[src/rtl/fpro_mailbox_pkg.sv]
// Shared register offsets and bit positions for the FPro mailbox slot.
package fpro_mailbox_pkg;

    localparam logic [2:0] REG_DATA = 3'd0;
    localparam logic [2:0] REG_STAT = 3'd1;
    localparam logic [2:0] REG_POP  = 3'd2;
    localparam logic [2:0] REG_CTRL = 3'd3;
    localparam logic [2:0] REG_ERR  = 3'd4;

    localparam int STAT_RX_EMPTY   = 0;
    localparam int STAT_TX_FULL    = 1;
    localparam int STAT_RX_CNT_LSB = 8;
    localparam int STAT_TX_CNT_LSB = 16;

    localparam int ERR_TX_OVF = 0;
    localparam int ERR_RX_OVF = 1;
    localparam int ERR_RX_UDF = 2;
    localparam int ERR_W      = 3;

    localparam int CTRL_CLR_TX  = 0;
    localparam int CTRL_CLR_RX  = 1;
    localparam int CTRL_THR_LSB = 8;

endpackage

[src/rtl/fpro_mailbox_core_fifo.sv]
// Synchronous first-word-fall-through FIFO used for both mailbox directions.
module mbox_fifo #(
    parameter int ADDR_W = 4,
    parameter int DATA_W = 32
) (
    input  logic              clk,
    input  logic              reset,
    input  logic              clr,
    input  logic              wr,
    input  logic              rd,
    input  logic [DATA_W-1:0] w_data,
    output logic [DATA_W-1:0] r_data,
    output logic              empty,
    output logic              full,
    output logic [ADDR_W:0]   count
);
    localparam int DEPTH = 1 << ADDR_W;
    localparam int CNT_W = ADDR_W + 1;

    logic [DATA_W-1:0] mem_q [DEPTH];
    logic [DATA_W-1:0] mem_d [DEPTH];
    logic [ADDR_W-1:0] wr_ptr_q, wr_ptr_d;
    logic [ADDR_W-1:0] rd_ptr_q, rd_ptr_d;
    logic [CNT_W-1:0]  count_q, count_d;
    logic              do_wr, do_rd;

    assign empty  = (count_q == '0);
    assign full   = (count_q == CNT_W'(DEPTH));
    assign count  = count_q;
    assign r_data = mem_q[rd_ptr_q];

    always_comb begin
        // A pop on a full FIFO frees the slot the simultaneous push lands in.
        do_wr    = wr && (!full || rd);
        do_rd    = rd && !empty;
        mem_d    = mem_q;
        wr_ptr_d = wr_ptr_q + ADDR_W'(do_wr);
        rd_ptr_d = rd_ptr_q + ADDR_W'(do_rd);
        count_d  = count_q + CNT_W'(do_wr) - CNT_W'(do_rd);
        if (clr) begin
            wr_ptr_d = '0;
            rd_ptr_d = '0;
            count_d  = '0;
        end else if (do_wr) begin
            mem_d[wr_ptr_q] = w_data;
        end
    end

    always_ff @(posedge clk or posedge reset) begin
        if (reset) begin
            mem_q    <= '{default: '0};
            wr_ptr_q <= '0;
            rd_ptr_q <= '0;
            count_q  <= '0;
        end else begin
            mem_q    <= mem_d;
            wr_ptr_q <= wr_ptr_d;
            rd_ptr_q <= rd_ptr_d;
            count_q  <= count_d;
        end
    end

endmodule

[src/rtl/fpro_mailbox_core.sv]
// FPro MMIO slot: CPU <-> fabric mailbox with TX/RX FIFOs, sticky errors and threshold irq.
module fpro_mailbox_core
    import fpro_mailbox_pkg::*;
#(
    parameter int ADDR_W = 4,
    parameter int DATA_W = 32
) (
    input  logic              clk,
    input  logic              reset,
    input  logic              cs,
    input  logic              read,
    input  logic              write,
    input  logic [4:0]        addr,
    input  logic [31:0]       wr_data,
    output logic [31:0]       rd_data,
    input  logic              hw_tx_rd,
    output logic [DATA_W-1:0] hw_tx_data,
    output logic              hw_tx_empty,
    input  logic              hw_rx_wr,
    input  logic [DATA_W-1:0] hw_rx_data,
    output logic              hw_rx_full,
    output logic              irq
);
    localparam int CNT_W = ADDR_W + 1;

    logic [2:0]        reg_sel;
    logic              cs_wr;
    logic              tx_push, rx_pop, clr_tx, clr_rx;
    logic              tx_full, rx_empty;
    logic [CNT_W-1:0]  tx_cnt, rx_cnt;
    logic [DATA_W-1:0] rx_head;
    logic [CNT_W-1:0]  thr_q, thr_d;
    logic [ERR_W-1:0]  err_q, err_d, err_set, err_w1c;
    logic              irq_q, irq_d;
    logic              unused_bus;

    assign reg_sel    = addr[2:0];
    assign cs_wr      = cs && write;
    assign unused_bus = ^{read, addr[4:3]};

    assign tx_push = cs_wr && (reg_sel == REG_DATA);
    assign rx_pop  = cs_wr && (reg_sel == REG_POP);
    assign clr_tx  = cs_wr && (reg_sel == REG_CTRL) && wr_data[CTRL_CLR_TX];
    assign clr_rx  = cs_wr && (reg_sel == REG_CTRL) && wr_data[CTRL_CLR_RX];

    mbox_fifo #(.ADDR_W(ADDR_W), .DATA_W(DATA_W)) u_tx_fifo (
        .clk    (clk),
        .reset  (reset),
        .clr    (clr_tx),
        .wr     (tx_push),
        .rd     (hw_tx_rd),
        .w_data (wr_data[DATA_W-1:0]),
        .r_data (hw_tx_data),
        .empty  (hw_tx_empty),
        .full   (tx_full),
        .count  (tx_cnt)
    );

    mbox_fifo #(.ADDR_W(ADDR_W), .DATA_W(DATA_W)) u_rx_fifo (
        .clk    (clk),
        .reset  (reset),
        .clr    (clr_rx),
        .wr     (hw_rx_wr),
        .rd     (rx_pop),
        .w_data (hw_rx_data),
        .r_data (rx_head),
        .empty  (rx_empty),
        .full   (hw_rx_full),
        .count  (rx_cnt)
    );

    always_comb begin
        thr_d   = thr_q;
        err_set = '0;
        err_w1c = '0;
        if (cs_wr && (reg_sel == REG_CTRL)) begin
            thr_d = wr_data[CTRL_THR_LSB +: CNT_W];
        end
        if (cs_wr && (reg_sel == REG_ERR)) begin
            err_w1c = wr_data[ERR_W-1:0];
        end
        // A push that coincides with a pop on a full FIFO is not an overflow.
        err_set[ERR_TX_OVF] = tx_push && tx_full && !hw_tx_rd;
        err_set[ERR_RX_OVF] = hw_rx_wr && hw_rx_full && !rx_pop;
        err_set[ERR_RX_UDF] = rx_pop && rx_empty;
        err_d = (err_q & ~err_w1c) | err_set;
        irq_d = (rx_cnt >= thr_q) && (thr_q != '0);
    end

    always_ff @(posedge clk or posedge reset) begin
        if (reset) begin
            thr_q <= '0;
            err_q <= '0;
            irq_q <= 1'b0;
        end else begin
            thr_q <= thr_d;
            err_q <= err_d;
            irq_q <= irq_d;
        end
    end

    assign irq = irq_q;

    always_comb begin
        rd_data = '0;
        case (reg_sel)
            REG_DATA: if (!rx_empty) rd_data[DATA_W-1:0] = rx_head;
            REG_STAT: begin
                rd_data[STAT_TX_CNT_LSB +: CNT_W] = tx_cnt;
                rd_data[STAT_RX_CNT_LSB +: CNT_W] = rx_cnt;
                rd_data[STAT_TX_FULL]             = tx_full;
                rd_data[STAT_RX_EMPTY]            = rx_empty;
            end
            REG_CTRL: rd_data[CTRL_THR_LSB +: CNT_W] = thr_q;
            REG_ERR:  rd_data[ERR_W-1:0] = err_q;
            default:  rd_data = '0;
        endcase
    end

endmodule
[config.mk]
export PLATFORM = sky130hd
export DESIGN_NAME = fpro_mailbox_core
export DESIGN_NICKNAME = d
export VERILOG_FILES = /design/src/rtl/fpro_mailbox_pkg.sv /design/src/rtl/fpro_mailbox_core_fifo.sv /design/src/rtl/fpro_mailbox_core.sv
export SDC_FILE = /design/constraint.sdc
export NUM_CORES = 2
export LEC_CHECK = 0
export BUFFER_PORTS_ARGS = -buffer_cell sky130_fd_sc_hd__buf_2
export CAP_MARGIN = 20
export CORE_MARGIN = 5
export CORE_UTILIZATION = 60
export DETAILED_ROUTE_END_ITERATION = 10
export GPL_ROUTABILITY_DRIVEN = 0
export PLACE_DENSITY = 0.77
export SLEW_MARGIN = 20
export SYNTH_ARGS = -nofsm -noshare
export SYNTH_HDL_FRONTEND = slang
export SYNTH_SLANG_ARGS = --single-unit
[constraint.sdc]
create_clock -name clk -period 83.2 [get_ports clk]
set_input_delay 16.64 -clock clk [delete_from_list [all_inputs] [get_ports clk]]
set_output_delay 16.64 -clock clk [all_outputs]
set_load 0.02 [all_outputs]
==> metrics.cfg <==
[synthesis]
synth_common_cells=dfrtp_1, mux2_2, mux4_2
synth_ff_type=dfrtp_1
yosysUniqueCellTypes=46
synth_area_leaders=dfrtp_1, mux2_2, mux4_2, mux2i_1, buf_2
avgSynthCellArea_sq_um=16.3
synth_top_cell_area_share_pct=55.0
yosysMostFrequentCell=dfrtp_1
synth_edf_count=0
yosysTopAreaCell=dfrtp_1
async_reset_ff_share_pct=100
yosysWarnings=0
syn_nets=3052
syn_area_sq_mm=0.0482
synth-seq-cells=1059
seq_area_frac_synth_pct=55.0
synthCells=2949

[timing]
finalCriticalPeriod_ns=36.16
slew_headroom_pct=33.0
whs_ns=0.485
tightest_slew_ns=1.00
clock.fmax_mhz=27.7
setup_viol=0
slew_violations=0
period_share_pct=43.5
finClkSkew_ns=0.0274
setup_tns_ns=0
finalHoldViolCount=0
rsz0062_at_grt=no

[grt]
grt_pass1_wl_um=175000
grt_max_degree=182
antenna_found_initial=12
grt_pass1_vias=29446
grtUsageTotal_pct=26.3
grt-ovfl-total=0

[die]
placementRows=104
die_area_sq_mm=0.0861
die_x_um=293
pin_count=143
initial_core_util_pct=60.2
die_h_um=293
core_region_area_sq_mm=0.0800

[clocking]
cts_sinks=1059
cts_root_buffer=clkbuf_16
ctsLongestPathBuffers=3
postCtsSetupBuffers=0
clock_latency_ns=0.66
cts_tree=done
clk_pin_slew_ns=0.05
cts_buffers=108
holdBufCountCts=0
cts_htree_levels=3
cts_resized=0

[critical_path]
cp.required_ns=66.56
ff2ff_setup_slack_ns=79.87
critPathArrivalTime_ns=19.52
end_kind=output pin
crit_fanout=22
critPathLaunchType=input port
path_class=in -> out
worstRegToRegCells=8

[route]
drt-vias-per-instance=6.31
vias=26293
drc=0
drtIter0Drc=1635
ant_nets=0
detail_route.wl_per_cell_um=26.7
drt_wl_total_um=111000
dr.pass1.iters=5

[final_layout]
n_fill_cell=5321
layoutNonFillerInstCount=4165
syn_to_final_growth_pct=10.8
final_layout_size_suffix_gt1_share_pct=55.4
fin_nets=3107

[place]
hpwl_um=62100
placed_cells=3954
io_buffers=139

[status]
run_status=completed

[power]
power.density_mw_per_mm2=33.1
vdd_drop_max_mv=0.0243
p_total_mw=1.77
p_leak_nw=24.3

[worst_hold_path]
hold_depth=1
hold_class=reg -> reg

[run]
drv_cap=0

-- state kept, by name (all words and copies together) (netlist names) --
register            cells
u_rx_fifo.count         5
thr_q                   5
u_tx_fifo.rd_ptr_q      4
u_tx_fifo.wr_ptr_q      4
u_tx_fifo.mem_q       512
err_q                   3
u_tx_fifo.count         5
u_rx_fifo.mem_q       512
u_rx_fifo.rd_ptr_q      4
u_rx_fifo.wr_ptr_q      4
irq                     1
-- layout by cell type (no fill, tap or decap), types with 11 or more instances in the layout --
| cell | netlist | layout |
|---|---|---|
| buf_2 | 81 | 139 |
| ha_1 | 25 | 25 |
| clkbuf_1 | 72 | 27 |
| buf_4 | 41 | 45 |
| nor2b_1 | 12 | 11 |
| dfrtp_1 | 1059 | 1053 |
| clkbuf_8 | 0 | 23 |
| mux2_2 | 1012 | 1012 |
| clkbuf_16 | 0 | 111 |
| clkinv_2 | 0 | 25 |
| mux2i_1 | 56 | 56 |
| inv_1 | 26 | 24 |
| mux2_1 | 17 | 17 |
| o22ai_1 | 22 | 22 |
| nor2_4 | 0 | 21 |
| nand2_1 | 13 | 13 |
| mux4_2 | 288 | 288 |
| nor2_1 | 55 | 34 |
-- cell families (layout without fill, tap and decap cells) --
| group | count (synthesis) | in the layout | share of synthesized area (%) |
|---|---|---|---|
| compound gates | 65 | 65 | 0.906 |
| xor+xnor | 14 | 14 | 0.255 |
| mux | 1373 | 1373 | 38.7 |
| simple gates | 136 | 136 | 1.59 |
| buf+inv | 275 | 422 | 2.83 |
| fa+ha+maj | 27 | 27 | 0.732 |
| flops | 1059 | 1059 | 55.0 |
| other cells | 0 | 9 | 0 |
-- worst paths after layout --
kind / start / to
max in group asynchronous: reset / u_rx_fifo.mem_q[316]$_DFFE_PP0P_
min: u_rx_fifo.mem_q[215]$_DFFE_PP0P_ / u_rx_fifo.mem_q[215]$_DFFE_PP0P_
max: addr[1] / rd_data[17]
min in group asynchronous: reset / u_tx_fifo.mem_q[227]$_DFFE_PP0P_
min reg2reg: u_rx_fifo.mem_q[215]$_DFFE_PP0P_ / u_rx_fifo.mem_q[215]$_DFFE_PP0P_
max reg2reg: u_tx_fifo.count[3]$_DFF_PP0_ / u_tx_fifo.mem_q[384]$_DFFE_PP0P_
-- layer usage --
layer	vias up	global-route usage, %	part of all wire (%)	routed length, um
met3	204	4.34	4.8	5360
met1	14335	35.1	41	45400
li1	11099	-	-	-
met4	4	8.96	3.3	3620
met5	-	0	0.023	26
met2	651	44.5	51	56800
-- critical path, cell delays in order --
cell      delay [ns]
buf_2           0.21
or2_4           0.32
or4_1           0.47
buf_4           0.31
nor2_1          0.60
buf_4           0.29
a22oi_1         0.11
o211ai_1        0.29
buf_2           0.27
-- metrics by stage --
step / cell area (sq um) / setup slack [ns] / util [%]
after floorplan: 48200 / 36.75 / -
after global placement: 49600 / 47.14 / 62.0
after detailed placement: 49600 / 47.08 / 62.0
after CTS: 53300 / 47.08 / 66.6
after global routing: 53400 / 47.02 / 66.7
final: 53400 / 47.04 / 66.7
-- area by class of cell --
type	instances	area, sq um	share of cell area (%)
flip-flops and latches	1059	26500	49.7
multi-input cells	1615	20500	38.5
clock buffers	161	3200	5.99
well taps	1060	1330	2.49
repair buffers	194	1180	2.21
clock inverters	41	475	0.891
inverters	26	105	0.197
diodes	9	22.5	0.0422
-- power by group --
| group | leakage (nW) | switching [mW] | internal [mW] |
|---|---|---|---|
| combinational | 8.65 | 0.218 | 0.295 |
| clock | 1.82 | 0.199 | 0.294 |
| sequential | 13.9 | 0.100 | 0.662 |
| total | 24.3 | 0.517 | 1.25 |
No activity file was read; power rests on OpenSTA's default activity.
